===== src/rtl/seq_multiplier_pkg.sv =====
// Shared types and helpers for the sequential shift-add multiplier.
// The magnitude helper works at the widest supported width so one definition serves every WIDTH.
package mult_pkg;

    localparam int MAX_WIDTH = 32;

    typedef enum logic [1:0] {
        IDLE,
        CALC,
        FIX
    } state_t;

    // Returns |x| for a width-bit operand when signed_mode is set, otherwise x unchanged.
    // The most negative value maps to 2^(width-1), which still fits unsigned in width bits.
    function automatic logic [MAX_WIDTH-1:0] magnitude(
        input logic [MAX_WIDTH-1:0] x,
        input int                   width,
        input logic                 signed_mode
    );
        logic [MAX_WIDTH-1:0] mask;
        logic                 msb;
        mask = (width >= MAX_WIDTH) ? '1 : ((MAX_WIDTH'(1) << width) - MAX_WIDTH'(1));
        msb  = ((x >> (width - 1)) & MAX_WIDTH'(1)) != '0;
        if (signed_mode && msb) begin
            return (~x + MAX_WIDTH'(1)) & mask;
        end
        return x & mask;
    endfunction

endpackage


===== src/rtl/seq_multiplier_if.sv =====
// Request/response bundle between a requester and the sequential multiplier.
interface seq_multiplier_if #(
    parameter int WIDTH = 8
);
    logic                 start;
    logic                 signed_mode;
    logic [WIDTH-1:0]     a;
    logic [WIDTH-1:0]     b;
    logic                 busy;
    logic                 done;
    logic [2*WIDTH-1:0]   product;

    modport master (
        output start, signed_mode, a, b,
        input  busy, done, product
    );

    modport slave (
        input  start, signed_mode, a, b,
        output busy, done, product
    );
endinterface


===== src/rtl/seq_multiplier_datapath.sv =====
// Accumulator, shifting multiplicand/multiplier registers and the adder.
// Works purely on unsigned magnitudes; sign handling lives in the controller.
module shift_add_datapath #(
    parameter int WIDTH = 8
) (
    input  logic                 clk,
    input  logic                 rst_n,
    input  logic                 load_i,
    input  logic                 step_i,
    input  logic [WIDTH-1:0]     mcand_i,
    input  logic [WIDTH-1:0]     mplier_i,
    output logic [2*WIDTH-1:0]   acc_o
);

    logic [2*WIDTH-1:0] mcand_q, mcand_d;
    logic [WIDTH-1:0]   mplier_q, mplier_d;
    logic [2*WIDTH-1:0] acc_q, acc_d;

    // One multiplier bit is consumed per step; the multiplicand is pre-widened so left shifts never lose bits.
    always_comb begin
        mcand_d  = mcand_q;
        mplier_d = mplier_q;
        acc_d    = acc_q;
        if (load_i) begin
            mcand_d  = {{WIDTH{1'b0}}, mcand_i};
            mplier_d = mplier_i;
            acc_d    = '0;
        end else if (step_i) begin
            if (mplier_q[0]) begin
                acc_d = acc_q + mcand_q;
            end
            mcand_d  = mcand_q << 1;
            mplier_d = mplier_q >> 1;
        end
    end

    always_ff @(posedge clk or negedge rst_n) begin
        if (!rst_n) begin
            mcand_q  <= '0;
            mplier_q <= '0;
            acc_q    <= '0;
        end else begin
            mcand_q  <= mcand_d;
            mplier_q <= mplier_d;
            acc_q    <= acc_d;
        end
    end

    assign acc_o = acc_q;

endmodule


===== src/rtl/seq_multiplier.sv =====
// Sequential shift-add multiplier: controller, iteration counter, sign flag and product register.
// One multiplier bit per clock, constant latency of WIDTH+1 cycles from the start edge.
module seq_multiplier
    import mult_pkg::*;
#(
    parameter int WIDTH = 8
) (
    input  logic              clk,
    input  logic              rst_n,
    seq_multiplier_if.slave   bus
);

    if (WIDTH < 2 || WIDTH > MAX_WIDTH) begin : g_bad_width
        $error("seq_multiplier: WIDTH must be within 2..32");
    end

    localparam int              CW         = $clog2(WIDTH + 1);
    localparam logic [CW-1:0]   LAST_COUNT = CW'(WIDTH - 1);

    state_t               state_q;
    logic [CW-1:0]        count_q;
    logic                 neg_q;
    logic                 busy_q;
    logic                 done_q;
    logic [2*WIDTH-1:0]   product_q;

    logic                 load;
    logic                 step;
    logic [WIDTH-1:0]     mag_a;
    logic [WIDTH-1:0]     mag_b;
    logic [2*WIDTH-1:0]   acc;

    assign load  = (state_q == IDLE) && bus.start;
    assign step  = (state_q == CALC);
    assign mag_a = WIDTH'(magnitude(MAX_WIDTH'(bus.a), WIDTH, bus.signed_mode));
    assign mag_b = WIDTH'(magnitude(MAX_WIDTH'(bus.b), WIDTH, bus.signed_mode));

    shift_add_datapath #(
        .WIDTH    (WIDTH)
    ) u_datapath (
        .clk      (clk),
        .rst_n    (rst_n),
        .load_i   (load),
        .step_i   (step),
        .mcand_i  (mag_a),
        .mplier_i (mag_b),
        .acc_o    (acc)
    );

    // FIX exists so the final accumulation settles before the optional negation is registered.
    always_ff @(posedge clk or negedge rst_n) begin
        if (!rst_n) begin
            state_q   <= IDLE;
            count_q   <= '0;
            neg_q     <= 1'b0;
            busy_q    <= 1'b0;
            done_q    <= 1'b0;
            product_q <= '0;
        end else begin
            case (state_q)
                IDLE: begin
                    done_q <= 1'b0;
                    if (bus.start) begin
                        neg_q   <= bus.signed_mode & (bus.a[WIDTH-1] ^ bus.b[WIDTH-1]);
                        count_q <= '0;
                        busy_q  <= 1'b1;
                        state_q <= CALC;
                    end
                end
                CALC: begin
                    count_q <= count_q + 1'b1;
                    if (count_q == LAST_COUNT) begin
                        state_q <= FIX;
                    end
                end
                FIX: begin
                    product_q <= neg_q ? (~acc + 1'b1) : acc;
                    done_q    <= 1'b1;
                    busy_q    <= 1'b0;
                    state_q   <= IDLE;
                end
                default: begin
                    state_q <= IDLE;
                end
            endcase
        end
    end

    assign bus.busy    = busy_q;
    assign bus.done    = done_q;
    assign bus.product = product_q;

endmodule

===== src/flat_wrapper.sv =====
// flat-port wrapper written by rule: the top's interface ports become plain ports
module seq_multiplier_flat import mult_pkg::*;
#(
    parameter int WIDTH = 8
)
  (clk, rst_n, bus_start, bus_signed_mode, bus_a, bus_b, bus_busy, bus_done, bus_product);
  seq_multiplier_if #(.WIDTH(WIDTH)) bus_i ();
  input  logic clk;
  input  logic rst_n;
  input wire logic [$bits(bus_i.start)-1:0] bus_start;
  input wire logic [$bits(bus_i.signed_mode)-1:0] bus_signed_mode;
  input wire logic [$bits(bus_i.a)-1:0] bus_a;
  input wire logic [$bits(bus_i.b)-1:0] bus_b;
  output wire logic [$bits(bus_i.busy)-1:0] bus_busy;
  output wire logic [$bits(bus_i.done)-1:0] bus_done;
  output wire logic [$bits(bus_i.product)-1:0] bus_product;
  assign bus_i.start = bus_start;
  assign bus_i.signed_mode = bus_signed_mode;
  assign bus_i.a = bus_a;
  assign bus_i.b = bus_b;
  assign bus_busy = bus_i.busy;
  assign bus_done = bus_i.done;
  assign bus_product = bus_i.product;
  seq_multiplier #(.WIDTH(WIDTH)) u_core (.clk(clk), .rst_n(rst_n), .bus(bus_i));
endmodule

===== config.mk =====
export PLATFORM = sky130hd
export DESIGN_NAME = seq_multiplier_flat
export DESIGN_NICKNAME = d
export VERILOG_FILES = /design/src/rtl/seq_multiplier_pkg.sv /design/src/rtl/seq_multiplier_if.sv /design/src/rtl/seq_multiplier_datapath.sv /design/src/rtl/seq_multiplier.sv /design/src/flat_wrapper.sv
export SDC_FILE = /design/constraint.sdc
export NUM_CORES = 1
export LEC_CHECK = 0
export CORE_MARGIN = 4
export CORE_UTILIZATION = 52
export CTS_CLUSTER_SIZE = 25
export DETAILED_ROUTE_END_ITERATION = 16
export GPL_TIMING_DRIVEN = 0
export PLACE_DENSITY = 0.76
export SYNTH_ARGS = -nofsm -noshare
export SYNTH_HDL_FRONTEND = slang
export SYNTH_HIERARCHICAL = 1
export SYNTH_SLANG_ARGS = --single-unit

===== constraint.sdc =====
create_clock -name clk -period 1.9 [get_ports clk]
set_input_delay 0.38 -clock clk [delete_from_list [all_inputs] [get_ports clk]]
set_output_delay 0.38 -clock clk [all_outputs]
set_load 0.05 [all_outputs]

==> flow_metrics.env, run 1 <==
export IMPL_vias=3559
export IMPL_synth_edf_count=0
export IMPL_grt_usage=0.232
export IMPL_setup_worst_path_start_class="register"
export IMPL_clk_latency_ns=0.34
export IMPL_drv_slew=0
export IMPL_synth_seq_cells=65
export IMPL_final_setup_worst_slack_ns=-0.142
export IMPL_cp_end_kind="register"
export IMPL_cts_root_buf="clkbuf_8"
export IMPL_drt_first_pass_iters=4
export IMPL_grt_max_degree=66
export IMPL_antenna_left=0
export IMPL_via_per_inst=5.69
export IMPL_run_status="finished with violations"
export IMPL_worst_path_max_delay_cell="dfrtp_1"
export IMPL_peakVddDrop_mv=0.648
export IMPL_final_layout_size_suffix_gt1_frac=0.230
export IMPL_final_common_cell="nand2_1"
export IMPL_synthCells=446
export IMPL_rsz0062_at_grt="true"
export IMPL_htreeDepth=3
export IMPL_crit_buf_inv=1
export IMPL_p_leak_nw=2.59
export IMPL_fillers=543
export IMPL_max_freq_ghz=0.490
export IMPL_num_rows=31
export IMPL_cap_violations=0
export IMPL_finClkSkew_ns=0.00914
export IMPL_worstHoldPathType="in -> async"
export IMPL_wl_per_cell_um=16.0
export IMPL_seqCellArea_um2=1640
export IMPL_violations="negative setup slack"
export IMPL_synth_avg_cell_area_um2=9.03
export IMPL_final_cell_mix="nand2_1 (70), dfrtp_1 (52), o21ai_0 (36), buf_4 (30), nor2_1 (28)"
export IMPL_first_global_vias=3533
export IMPL_finalCriticalPeriod_ns=2.04
export IMPL_finalHoldViolCount=0
export IMPL_multiInputGateArea_um2=2520
export IMPL_syn_num_nets=486
export IMPL_finalCritPeriodShare=1.07
export IMPL_drtIter0Drc=240
export IMPL_hold_buffers=0
export IMPL_wl_mm=10.0
export IMPL_worst_path_max_fanout=4
export IMPL_antenna_found_initial=0
export IMPL_start_util=0.546
export IMPL_crit_chain="ha_4, inv_2, fa_2, nor2b_4, o31a_4, o31ai_4, a21oi_2, xnor2_1, a211oi_1"
export IMPL_cts_tree="done"
export IMPL_drc_errors=0
export IMPL_cp_required_ns=2.14
export IMPL_synth_seq_area_share=0.404
export IMPL_cp_top_family="compound AO/OA/AOI/OAI gates"
export IMPL_pre_cts_slack_ns=-0.544
export IMPL_fin_util=0.723
export IMPL_crit_type="reg -> reg"
export IMPL_die_w_um=96.0
export IMPL_syn_cell_area_um2=4030
export IMPL_slew_headroom=0.473
export IMPL_insertedDiodeCount=0
export IMPL_grt_overflow_total=0
export IMPL_grt_first_pass_wirelength_mm=16.5
export IMPL_synth_warnings=6
export IMPL_fin_nets=562
export IMPL_clkTransAtPathRegs_ns=0.08
export IMPL_clock_path_buffers=2
export IMPL_setup_viol=7
export IMPL_numCtsBuffers=9
export IMPL_synth_ff_type="dfrtp_1"
export IMPL_worst_pin_slew_ns=0.791
export IMPL_finalPower_mw=8.66
export IMPL_crit_arrival_ns=2.28
export IMPL_numPortBuffers=37
export IMPL_coreArea_um2=7370
export IMPL_hpwl_mm=6.90
export IMPL_syn2layout_area_growth_pct=32.3
export IMPL_yosysUniqueCellTypes=55
export IMPL_cts_sinks=65
export IMPL_async_flop_share=1.00
export IMPL_power_density_nw_per_um2=1630
export IMPL_gp_congestion=0.948
export IMPL_pin_count=38
export IMPL_die_height_um=96.0
export IMPL_die_area_um2=9220
export IMPL_slowest_delay_ns=0.43
[stage by stage]
stage	cell area [um2]	hold WS [ns]	setup TNS, ns	std cells
finish	5330	0.122	-0.338	626
global route	5330	0.178	-0.966	626
CTS	5190	0.148	-0.332	619
detailed placement	4600	0.471	-18.01	582
global placement	4600	0.462	-120.13	582
floorplan	4110	0.0844	-0.0761	446
[metal layers]
layer / wire length, um / share of wire / GRT usage
met1: 4360 / 0.43 / 0.286
met2: 5050 / 0.50 / 0.405
met3: 442 / 0.044 / 0.0344
met4: 194 / 0.019 / 0.0912
met5: 0 / 0 / 0
[registers in the layout (all words and copies together) (netlist names)]
| name | cells |
|---|---|
| u_core/neg_q | 1 |
| u_core/bus.done | 1 |
| u_core/count_q | 4 |
| u_core/bus.product | 16 |
| u_core/u_datapath/acc_o | 16 |
| u_core/u_datapath/mplier_q | 8 |
| u_core/u_datapath/mcand_q | 16 |
| u_core/state_q | 2 |
| u_core/bus.busy | 1 |
[cell usage after synthesis, types with 3 or more instances]
master    instances  area, um2
a211oi_1          3       22.5
a21o_1            9       67.6
a21oi_1          23        115
and3_1            5       31.3
buf_2             7       35.0
clkbuf_1          9       33.8
dfrtp_1          65       1630
ha_1             19        238
inv_1            15       56.3
mux2i_1          24        240
nand2_1          73        274
nand2b_1          3       18.8
nand3_1           7       35.0
nand4_1           5       31.3
nor2_1           30        113
nor2b_1           4       25.0
nor3_1           10       50.1
nor4_1            7       43.8
o211ai_1          4       30.0
o21ai_0          41        205
o21ai_1           4       20.0
o31ai_2           3       37.5
xnor2_1           7       61.3
xor2_1           26        228
[kinds of logic after synthesis]
kind of cell / after synthesis / synth area share
XOR/XNOR: 33 / 0.0718
AO/OA/AOI/OAI: 111 / 0.174
buffers and inverters: 35 / 0.0404
flip-flops: 65 / 0.404
multiplexers: 26 / 0.0653
AND/OR/NAND/NOR: 156 / 0.181
adder cells (fa/ha/maj): 20 / 0.0640
[power breakdown]
part / total [mW] / switching [mW] / leakage [nW] / internal, mW
logic: 4.80 / 2.70 / 1.67 / 2.10
registers: 2.46 / 0.531 / 0.808 / 1.93
clock network: 1.39 / 0.527 / 0.116 / 0.867
[path summary, 6_finish.rpt]
| check | slack, ns | startpoint | depth (start not counted) | endpoint |
|---|---|---|---|---|
| min in group clk | 0.48 | u_core/bus.product[12]$_DFFE_PN0P_ | 2 | u_core/bus.product[12]$_DFFE_PN0P_ |
| setup reg to reg | -0.14 | u_core/u_datapath/mcand_q[0]$_DFFE_PN0P_ | 9 | u_core/u_datapath/acc_o[14]$_DFFE_PN0P_ |
| hold / removal | 0.12 | rst_n | 1 | u_core/count_q[2]$_DFFE_PN0P_ |
| setup / recovery | -0.14 | u_core/u_datapath/mcand_q[0]$_DFFE_PN0P_ | 9 | u_core/u_datapath/acc_o[14]$_DFFE_PN0P_ |
| hold reg to reg | 0.48 | u_core/bus.product[12]$_DFFE_PN0P_ | 2 | u_core/bus.product[12]$_DFFE_PN0P_ |
| max in group asynchronous | 1.21 | rst_n | 1 | u_core/u_datapath/acc_o[10]$_DFFE_PN0P_ |
[layout make-up]
cell class / count / share of cell area
Sequential cell: 65 / 0.309
Clock inverter: 6 / 0.0202
Tap cell: 99 / 0.0233
Inverter: 15 / 0.0110
Timing Repair Buffer: 65 / 0.117
Clock buffer: 10 / 0.0240
Multi-Input combinational cell: 346 / 0.474
Buffer: 20 / 0.0223
[repair_timing]
| action | in CTS | in global routing |
|---|---|---|
| gates cloned | 0 | 0 |
| setup endpoints to repair | 37 | 56 |
| pin swaps | 26 | 14 |
| resized for setup | 42 | 35 |
| buffers inserted | 21 | 9 |
Power figures use the tool's default switching activity.
==> run 2, diff against run 1 <==
CORE_ASPECT_RATIO = 0.9   (was default)
==> run 2 against run 1 <==
The run still ends with negative setup slack left; maximum frequency rose by 1.1%; largest cell class unchanged; combinational power fell by 2%; routed wire length fell by 3.5%; sequential power barely moved; critical path type unchanged; design area fell by 0.40%; clock skew rose by 0.0014 ns.
==> flow_metrics.env, run 2 (same netlist as run 1, synthesis figures left out) <==
export IMPL_drv_slew=0
export IMPL_slowest_delay_ns=0.47
export IMPL_clkTransAtPathRegs_ns=0.08
export IMPL_grt_max_degree=35
export IMPL_finalSetupTns_ns=-0.319
export IMPL_die_w_um=101
export IMPL_crit_chain="ha_4, nor3_1, nor2_2, o211ai_1, o311ai_2, and4_1, a311o_1"
export IMPL_clk_latency_ns=0.35
export IMPL_numCtsBuffers=9
export IMPL_crit_arrival_ns=2.24
export IMPL_setup_worst_path_start_class="register"
export IMPL_antenna_left=0
export IMPL_drc_errors=0
export IMPL_start_util=0.534
export IMPL_design_area_um2=5300
export IMPL_power_density_nw_per_um2=1620
export IMPL_cts_sinks=65
export IMPL_setup_viol=4
export IMPL_die_area_um2=9220
export IMPL_run_status="finished with violations"
export IMPL_cts_tree="done"
export IMPL_vias=3542
export IMPL_coreArea_um2=7540
export IMPL_clock_path_buffers=2
export IMPL_worst_path_max_delay_cell="dfrtp_2"
export IMPL_grt_usage=0.214
export IMPL_fin_util=0.703
export IMPL_die_height_um=91.5
export IMPL_cp_top_family="simple AND/OR/NAND/NOR gates"
export IMPL_cp_required_ns=2.12
export IMPL_drt_first_pass_iters=4
export IMPL_numPortBuffers=37
export IMPL_worst_pin_slew_ns=0.761
export IMPL_hold_buffers=0
export IMPL_gp_congestion=0.879
export IMPL_cp_end_kind="register"
export IMPL_rsz0062_at_grt="true"
export IMPL_peakVddDrop_mv=0.550
export IMPL_htreeDepth=3
export IMPL_insertedDiodeCount=0
export IMPL_wl_mm=9.69
export IMPL_max_freq_ghz=0.495
export IMPL_crit_buf_inv=0
export IMPL_drtIter0Drc=273
export IMPL_placed_area_um2=4620
export IMPL_violations="negative setup slack"
export IMPL_finalCritPeriodShare=1.06
export IMPL_via_per_inst=5.75
export IMPL_finalHoldViolCount=0
export IMPL_grt_first_pass_wirelength_mm=15.8
export IMPL_p_leak_nw=2.58
export IMPL_num_rows=30
export IMPL_hpwl_mm=6.57
export IMPL_final_layout_size_suffix_gt1_frac=0.231
export IMPL_finClkSkew_ns=0.0106
export IMPL_antenna_found_initial=0
export IMPL_pre_cts_slack_ns=-0.539
export IMPL_grt_overflow_total=0
export IMPL_wl_per_cell_um=15.7
export IMPL_fillers=533
export IMPL_slew_headroom=0.493
export IMPL_worst_path_max_fanout=5
export IMPL_first_global_vias=3562
export IMPL_finalCriticalPeriod_ns=2.02
export IMPL_syn2layout_area_growth_pct=31.7
export IMPL_cap_violations=0
export IMPL_pin_count=38
export IMPL_cts_root_buf="clkbuf_8"
export IMPL_final_cell_mix="nand2_1 (71), dfrtp_1 (50), o21ai_0 (37), nor2_1 (28), xor2_1 (26)"
export IMPL_final_common_cell="nand2_1"
export IMPL_worstHoldPathType="in -> async"
export IMPL_fin_nets=555
export IMPL_crit_type="reg -> reg"
export IMPL_final_setup_worst_slack_ns=-0.119
-- run 2: metrics by stage --
stage | std cells | hold WS (ns) | power (mW)
after global routing | 616 | 0.156 | 9.16
final | 616 | 0.0963 | 8.60
after CTS | 613 | 0.110 | 8.34
after detailed placement | 580 | 0.459 | 6.47
after floorplan | 446 | 0.0844 | 5.42
after global placement | 579 | 0.457 | 6.33
-- run 2: cell type report --
type	instances	area, um2	share of cell area
Clock inverter	7	119	0.0224
Multi-Input combinational cell	346	2530	0.477
Inverter	15	58.8	0.0111
Tap cell	96	120	0.0226
Clock buffer	9	124	0.0234
Timing Repair Buffer	59	592	0.112
Buffer	19	116	0.0219
Sequential cell	65	1650	0.310
-- run 2: report_power, final --
part           internal, mW  switching (mW)  leakage (nW)
Clock                 0.871           0.557         0.115
Sequential             1.94           0.547         0.806
Combinational          2.03            2.67          1.66
-- run 2: path summary, 6_finish.rpt --
| path | start | end | slack (ns) | cells past startpoint |
|---|---|---|---|---|
| hold reg to reg | u_core/bus.product[8]$_DFFE_PN0P_ | u_core/bus.product[8]$_DFFE_PN0P_ | 0.48 | 2 |
| min in group clk | u_core/bus.product[8]$_DFFE_PN0P_ | u_core/bus.product[8]$_DFFE_PN0P_ | 0.48 | 2 |
| max in group asynchronous | rst_n | u_core/u_datapath/acc_o[10]$_DFFE_PN0P_ | 1.14 | 2 |
| hold / removal | rst_n | u_core/bus.product[3]$_DFFE_PN0P_ | 0.1 | 1 |
| setup / recovery | u_core/u_datapath/acc_o[5]$_DFFE_PN0P_ | u_core/u_datapath/acc_o[13]$_DFFE_PN0P_ | -0.12 | 7 |
| setup reg to reg | u_core/u_datapath/acc_o[5]$_DFFE_PN0P_ | u_core/u_datapath/acc_o[13]$_DFFE_PN0P_ | -0.12 | 7 |
-- run 2: timing repair --
item / CTS / global route
buffers inserted: 17 / 4
pin swaps: 22 / 12
endpoints found under the setup margin: 40 / 54
gates resized for setup: 43 / 44
-- run 2: layer usage --
layer,part of all wire,GRT usage,vias to the layer above
met5,0,0,-
met1,0.45,0.280,1668
met2,0.46,0.339,125
li1,-,-,1721
met4,0.022,0.0909,0
met3,0.059,0.0453,28
